### config.mk
export PLATFORM = sky130hd
export DESIGN_NAME = decode_stage
export DESIGN_NICKNAME = d
export VERILOG_FILES = /design/src/rtl/decode_stage.sv
export SDC_FILE = /design/constraint.sdc
export NUM_CORES = 1
export LEC_CHECK = 0
export CORE_ASPECT_RATIO = 0.75
export CORE_MARGIN = 3
export CORE_UTILIZATION = 44
export DETAILED_ROUTE_END_ITERATION = 12
export PLACE_DENSITY_LB_ADDON = 0.1
export SYNTH_ARGS = -nofsm -noshare
export SYNTH_HDL_FRONTEND = slang
export SYNTH_SLANG_ARGS = --single-unit
### constraint.sdc
create_clock -name clk -period 2.7 [get_ports clk]
set_clock_uncertainty 0.2 [all_clocks]
set_input_delay 0.81 -clock clk [delete_from_list [all_inputs] [get_ports clk]]
set_output_delay 0.81 -clock clk [all_outputs]
set_load 0.005 [all_outputs]
### src/rtl/decode_stage.sv
// RV32I decode stage: splits the fetch word into fields, builds the immediate,
// reads rs1/rs2 with write-back bypass and holds the result in a single
// valid/ready output register.

package decode_stage_pkg;

   localparam int unsigned XLEN = 32;

   typedef enum logic [6:0] {
      OP_LUI    = 7'b0110111,
      OP_AUIPC  = 7'b0010111,
      OP_JAL    = 7'b1101111,
      OP_JALR   = 7'b1100111,
      OP_BRANCH = 7'b1100011,
      OP_LOAD   = 7'b0000011,
      OP_STORE  = 7'b0100011,
      OP_IMM    = 7'b0010011,
      OP_REG    = 7'b0110011
   } opcode_t;

   // 172-bit decoded instruction handed to execute
   typedef struct packed {
      logic [6:0]      opcode;
      logic [4:0]      rd;
      logic [2:0]      funct3;
      logic [4:0]      rs1;
      logic [4:0]      rs2;
      logic [6:0]      funct7;
      logic [11:0]     imm;
      logic [XLEN-1:0] imm_extended;
      logic [XLEN-1:0] reg_a;
      logic [XLEN-1:0] reg_b;
      logic [XLEN-1:0] pc;
   } decoded_instr_t;

endpackage

module decode_stage
   import decode_stage_pkg::*;
#(
   parameter bit BYPASS_EN = 1'b1
) (
   input  logic                 clk,
   input  logic                 rst_n,
   input  logic                 in_valid,
   output logic                 in_ready,
   input  logic [XLEN-1:0]      in_instr,
   input  logic [XLEN-1:0]      in_pc,
   output logic [4:0]           rf_rs1_addr,
   output logic [4:0]           rf_rs2_addr,
   input  logic [XLEN-1:0]      rf_rs1_data,
   input  logic [XLEN-1:0]      rf_rs2_data,
   input  logic                 wb_we,
   input  logic [4:0]           wb_rd,
   input  logic [XLEN-1:0]      wb_data,
   input  logic                 flush,
   output logic                 out_valid,
   input  logic                 out_ready,
   output decoded_instr_t       out_instr,
   output logic                 out_illegal
);

   decoded_instr_t dec_c;
   logic           legal_c;
   logic           accept_c;
   logic           stall_c;
   logic           wb_hit_c;

   assign rf_rs1_addr = in_instr[19:15];
   assign rf_rs2_addr = in_instr[24:20];

   assign in_ready = !flush && (!out_valid || out_ready);
   assign accept_c = in_valid && in_ready;
   assign stall_c  = out_valid && !out_ready;
   assign wb_hit_c = BYPASS_EN && wb_we && (wb_rd != 5'd0);

   // Combinational decode of the incoming fetch word
   always_comb begin
      dec_c         = '0;
      legal_c       = 1'b1;
      dec_c.opcode  = in_instr[6:0];
      dec_c.rd      = in_instr[11:7];
      dec_c.funct3  = in_instr[14:12];
      dec_c.rs1     = in_instr[19:15];
      dec_c.rs2     = in_instr[24:20];
      dec_c.funct7  = in_instr[31:25];
      dec_c.pc      = in_pc;

      case (in_instr[6:0])
         OP_IMM, OP_LOAD, OP_JALR: begin
            dec_c.imm          = in_instr[31:20];
            dec_c.imm_extended = {{20{in_instr[31]}}, in_instr[31:20]};
         end
         OP_STORE: begin
            dec_c.imm          = {in_instr[31:25], in_instr[11:7]};
            dec_c.imm_extended = {{20{in_instr[31]}}, in_instr[31:25], in_instr[11:7]};
         end
         OP_BRANCH: begin
            dec_c.imm          = {in_instr[31], in_instr[7], in_instr[30:25], in_instr[11:8]};
            dec_c.imm_extended = {{19{in_instr[31]}}, in_instr[31], in_instr[7],
                                  in_instr[30:25], in_instr[11:8], 1'b0};
         end
         OP_LUI, OP_AUIPC: begin
            dec_c.imm          = in_instr[31:20];
            dec_c.imm_extended = {in_instr[31:12], 12'b0};
         end
         OP_JAL: begin
            dec_c.imm          = in_instr[31:20];
            dec_c.imm_extended = {{11{in_instr[31]}}, in_instr[31], in_instr[19:12],
                                  in_instr[20], in_instr[30:21], 1'b0};
         end
         OP_REG: begin
            dec_c.imm          = 12'd0;
            dec_c.imm_extended = '0;
         end
         default: begin
            legal_c = 1'b0;
         end
      endcase

      // Operand fetch: x0 reads zero, a same-cycle write-back wins over the file
      if (in_instr[19:15] == 5'd0)
         dec_c.reg_a = '0;
      else if (BYPASS_EN && wb_we && (wb_rd == in_instr[19:15]))
         dec_c.reg_a = wb_data;
      else
         dec_c.reg_a = rf_rs1_data;

      if (in_instr[24:20] == 5'd0)
         dec_c.reg_b = '0;
      else if (BYPASS_EN && wb_we && (wb_rd == in_instr[24:20]))
         dec_c.reg_b = wb_data;
      else
         dec_c.reg_b = rf_rs2_data;
   end

   // Output register: flush > accept > stall refresh > handoff drain
   always_ff @(posedge clk or negedge rst_n) begin
      if (!rst_n) begin
         out_valid   <= 1'b0;
         out_illegal <= 1'b0;
         out_instr   <= '0;
      end else if (flush) begin
         out_valid <= 1'b0;
      end else if (accept_c) begin
         out_valid   <= 1'b1;
         out_instr   <= dec_c;
         out_illegal <= !legal_c;
      end else if (stall_c) begin
         if (wb_hit_c && (wb_rd == out_instr.rs1))
            out_instr.reg_a <= wb_data;
         if (wb_hit_c && (wb_rd == out_instr.rs2))
            out_instr.reg_b <= wb_data;
      end else begin
         out_valid <= 1'b0;
      end
   end

endmodule

Yosys cells after proc, flatten, opt, wreduce, memory -nomap -nowiden. Index checks and enable logic that the tools add are counted.

Eq/ne operators: 14. Muxes and demuxes: 13. Bitwise gates (word level): 1. Reduce and logical (&&, ||, !) cells: 25.

Operators with widths (count): 44-bit case mux with 5 select lines (1); 32-bit 2-to-1 mux (6); 64-bit 2-to-1 mux (2); 7-bit by 6-bit == test with 1-bit output, second input constant (3); 7-bit == test, second input constant (3); 5-bit == test (4); 7-bit by 5-bit == test with 1-bit output, second input constant (2); 5-bit zero test (2); 9-bit OR reduction (1); 1-bit logical AND (8); 7-bit by 2-bit == test with 1-bit output, second input constant (1); 3-bit AND reduction (2); 2-bit nonzero test (3); 5-bit nonzero test (1); 1-bit zero test (4); 1-bit 2-to-1 mux (4); 3-bit != test, second input constant (1); 3-bit OR reduction (1); 2-bit AND reduction (1); 2-bit OR reduction (1); 1-bit logical OR (1); 1-bit inverter (1).

Bits in registers: 174. Word-level logic and storage cells: 66.

Longest topological paths before layout.
Depth after elaboration: 6. Gate-level depth with buffers: 8. Gate-level depth less buffers: 5.

Worst setup path before layout. OpenSTA, ideal clock, no wires.

Path kind: input-to-reg. Start point: input port wb_rd[1]. End point: register out_instr[66] in the netlist's numbering. Arrival: 2.381 ns. Required time: 2.375 ns. Slack: -0.005 ns. Stages: 7. Path buffers: 2. Cell sequence: buf_2 -> or4_1 -> nor2_2 -> nor4b_4 -> a21oi_4 -> buf_6 -> mux2_2.

Longest elaborated chain between the ends: 5. Elaborated cells on any way between the ends: 11. Those cells by class: eq/ne (2); mux (3); reduce/logical (6).

Ends and longest elaborated chain: from (decl) (RTL line 54) `input logic [4:0] wb_rd,`; 5-bit == test or 5-bit nonzero test (tied branches) (RTL line 124, 75); 1-bit logical AND, on equally long branches (RTL line 124, 75); 32-bit 2-to-1 mux or 1-bit logical AND (tied branches) (RTL line 124, 150); 32-bit 2-to-1 mux or 2-bit nonzero test (tied branches); 64-bit 2-to-1 mux or 3-bit AND reduction (tied branches); to (decl) (RTL line 59) `output decoded_instr_t out_instr,`.

Several ways; a longest one is shown, not always the timed one. A chain may end at the register's enable or synchronous reset.

Worst setup path after layout.
Start point: input port in_instr[15]. End point: output port rf_rs1_addr[0].

RTL lines: from (decl) (RTL line 47) `input logic [XLEN-1:0] in_instr,`; to (decl) (RTL line 49) `output logic [4:0] rf_rs1_addr,`.

No word-level cell between the ends.

==> impl_metrics.sql <==
INSERT INTO impl_metrics (metric_group, metric, value, unit) VALUES
('outcome', 'run_status', 'complete, no violations', ''),
('worst_setup_path', 'worstSetupStartpointType', 'input pin', ''),
('cells_and_area', 'finish.net_count', '1497', ''),
('worst_setup_path', 'cp_num_cells', '2', ''),
('drt', 'wl_per_cell', '19.8', 'um'),
('timing', 'hold_vio_cnt_final', '0', ''),
('place', 'dp_cells', '1554', ''),
('global_route', 'largest_net_degree_at_the_start_of_global_routing', '108', ''),
('floorplanning', 'core.rowCount', '44', ''),
('timing', 'grt_setup_unrepaired', 'no', ''),
('floorplanning', 'initial_core_util', '45.9', '%'),
('floorplanning', 'top_level_ports', '356', ''),
('drt', 'detail_route.first_pass.iterations', '5', ''),
('floorplanning', 'dieArea', '0.0225', 'mm^2'),
('timing', 'worst_slew_pin_slew', '623', 'ps'),
('place', 'hpwlAfterDp', '22800', 'um'),
('cells_and_area', 'post_layout_nonfiller_instances', '1592', ''),
('logic_synthesis', 'postSynthNetCount', '1118', ''),
('floorplanning', 'die_x', '172', 'um'),
('worst_setup_path', 'register_to_register_path_depth', '7', ''),
('place', 'globalplace.congestion', '0.909', ''),
('timing', 'report.final.slew_viol_count', '0', ''),
('global_route', 'first_global_vias', '8432', ''),
('timing', 'min_period_over_period', '98.7', '%'),
('logic_synthesis', 'post-synth-top-area-cell', 'sky130_fd_sc_hd__dfrtp_1', ''),
('worst_setup_path', 'critical-path-top-delay-family', 'buffers and inverters', ''),
('worst_setup_path', 'critical-path-slowest-cell', 'sky130_fd_sc_hd__clkdlybuf4s50_1', ''),
('worst_setup_path', 'criticalPathCategory', 'input pin to output pin', ''),
('drt', 'total_length_of_routed_wires', '31600', 'um'),
('power_and_ir_drop', 'pwr_per_cell_area', '556', 'mW/mm^2'),
('logic_synthesis', 'synth.top_cells.by_area', 'sky130_fd_sc_hd__dfrtp_1 48%, sky130_fd_sc_hd__nand2_1 8.8%, sky130_fd_sc_hd__mux2_2 8.0%', ''),
('drt', 'detail-route-antenna-nets', '0', ''),
('cells_and_area', 'ff_latch_area', '0.00433', 'mm^2'),
('worst_setup_path', 'critical_path_arrival', '1660', 'ps'),
('drt', 'drt_iter0_markers', '693', ''),
('worst_setup_path', 'slowest_delay', '550', 'ps'),
('logic_synthesis', 'synth_enable_flop_cells', '0', ''),
('clock_network', 'cts_buffers', '17', ''),
('global_route', 'grt_remaining_overflow', '0', ''),
('clock_network', 'cts_tree', 'done', ''),
('timing', 'setup_viol', '0', ''),
('timing', 'final.setup.tns', '0', 'ps'),
('worst_setup_path', 'worst_ep_required_time', '1690', 'ps'),
('worst_setup_path', 'critical_path.endpoint', 'rf_rs1_addr[0]', ''),
('logic_synthesis', 'ys.warnings.count', '0', ''),
('logic_synthesis', 'synth_area', '0.00910', 'mm^2'),
('power_and_ir_drop', 'switching_share', '27.8', '%'),
('power_and_ir_drop', 'peakVddDrop', '0.000333', 'V'),
('logic_synthesis', 'synth-seq-cells', '173', ''),
('worst_setup_path', 'worst_r2r_endpoint', 'out_instr[101]', ''),
('drt', 'num_vias', '8810', ''),
('clock_network', 'clk_root_buffer_cell', 'sky130_fd_sc_hd__clkbuf_16', ''),
('worst_setup_path', 'worstPathMaxFanout', '4', ''),
('global_route', 'gr-usage-all-layers', '27.0', '%'),
('logic_synthesis', 'synth_seq_area_share', '47.6', '%'),
('clock_network', 'h-tree-depth', '4', ''),
('job', 'max_cap_viols', '0', ''),
('power_and_ir_drop', 'combPwrFrac', '28.3', '%'),
('cells_and_area', 'layout-drive-gt1-share', '16.3', '%'),
('clock_network', 'clock_latency_of_the_later_clocked_register_in_the_worst_skew_pair', '420', 'ps'),
('logic_synthesis', 'synth_cells', '947', ''),
('worst_setup_path', 'critPathBufInv', '2', ''),
('global_route', 'grt_pass1_wl', '47100', 'um'),
('hold_path', 'hold_class', 'register to register', ''),
('power_and_ir_drop', 'total_switching_power', '2180', 'uW'),
('timing', 'fmax', '375', 'MHz'),
('worst_setup_path', 'reg2reg_from', 'out_valid', ''),
('global_route', 'grt_antenna_before_repair', '2', ''),
('place', 'placed_cell_area', '0.0134', 'mm^2'),
('worst_setup_path', 'timing.critical_path.to_type', 'output pin', ''),
('logic_synthesis', 'synth_flop_cell', 'sky130_fd_sc_hd__dfrtp_1', '');
-- worst min-delay path: stages, from the launching register on --
cell	delay [ps]
sky130_fd_sc_hd__dfrtp_1	340
sky130_fd_sc_hd__nand2_1	50
sky130_fd_sc_hd__nand2_1	50
-- logic make-up after synthesis --
kind of cell    count (synthesis)  synth area share (%)
compound gates                241                  16.7
simple gates                  286                  13.0
flops                         173                  47.6
xor+xnor                       20                  1.93
mux                           132                  15.5
buf+inv                        95                  5.42
-- per-stage QoR --
stage	hold slack, ps	utilization (%)	worst slack [ps]	total power [uW]
after floorplan	270	-	1.23	3990
after detailed placement	261	67.8	-498	5470
after CTS	277	71.0	-42.1	7900
final	274	71.2	34.3	7850
after global routing	292	71.2	6.69	8210
after global placement	257	67.8	-461	5430
-- Yosys cell counts, drive strengths merged, types with 2 or more instances --
cell      n
clkbuf   48
nor2b     3
a32o      2
xnor2     8
nor2     39
a22oi     6
nand2b    2
and2      3
nor3      5
nand2   214
a31oi    64
a221oi    9
nand3     4
a21oi    33
nor4      3
a21boi   32
xor2     12
and3      3
mux2     68
buf      46
o21ai    85
or2       3
a22o      6
dfrtp   173
mux2i    64
-- power by group through the flow --
stage	clock, uW	sequential [uW]	combinational (uW)
floorplan	0	3260	725
global route	2550	3270	2390
CTS	2450	3220	2230
global placement	0	3260	2180
finish	2410	3230	2220
detailed placement	0	3260	2200
-- what timing repair did --
item / in CTS / in global routing
hold buffers: 1 / 0
pin swaps: 1 / 3
hold endpoints to repair: 2 / 0
buffers inserted: 1 / 1
gates cloned: 2 / 1
endpoints found under the setup margin: 66 / 36
resized for setup: 19 / 7
-- sequential cells by signal, summed over array words and instances, names as in the netlist --
| name | flops |
|---|---|
| out_instr | 171 |
| out_illegal | 1 |
| out_valid | 1 |
-- metal layers --
layer	wire (um)	global-route usage [%]	vias up
met5	23	0	-
met4	587	6.24	4
met3	2510	7.43	40
met2	14700	43.0	377
met1	13700	37.2	4324
li1	-	-	4065
-- worst min-delay path by stage --
stage	end	depth (start not counted)	start
2_1_floorplan	out_instr[0]	2	out_instr[0]
3_3_place_gp	out_instr[11]	2	out_instr[11]
3_5_place_dp	out_instr[169]	2	out_instr[169]
4_1_cts	out_instr[158]	2	out_instr[158]
5_1_grt	out_instr[140]	2	out_instr[140]
6_report	out_instr[31]	2	out_instr[31]
-- cell type report --
cell class,instances,area share (%)
diodes,1,0.0177
clock buffers,22,3.50
clock inverters,9,0.532
inverters,1,0.0266
multi-input cells,679,30.8
flip-flops and latches,173,30.7
well taps,253,2.24
repair buffers,454,32.2
No activity file was read; power rests on OpenSTA's default activity.
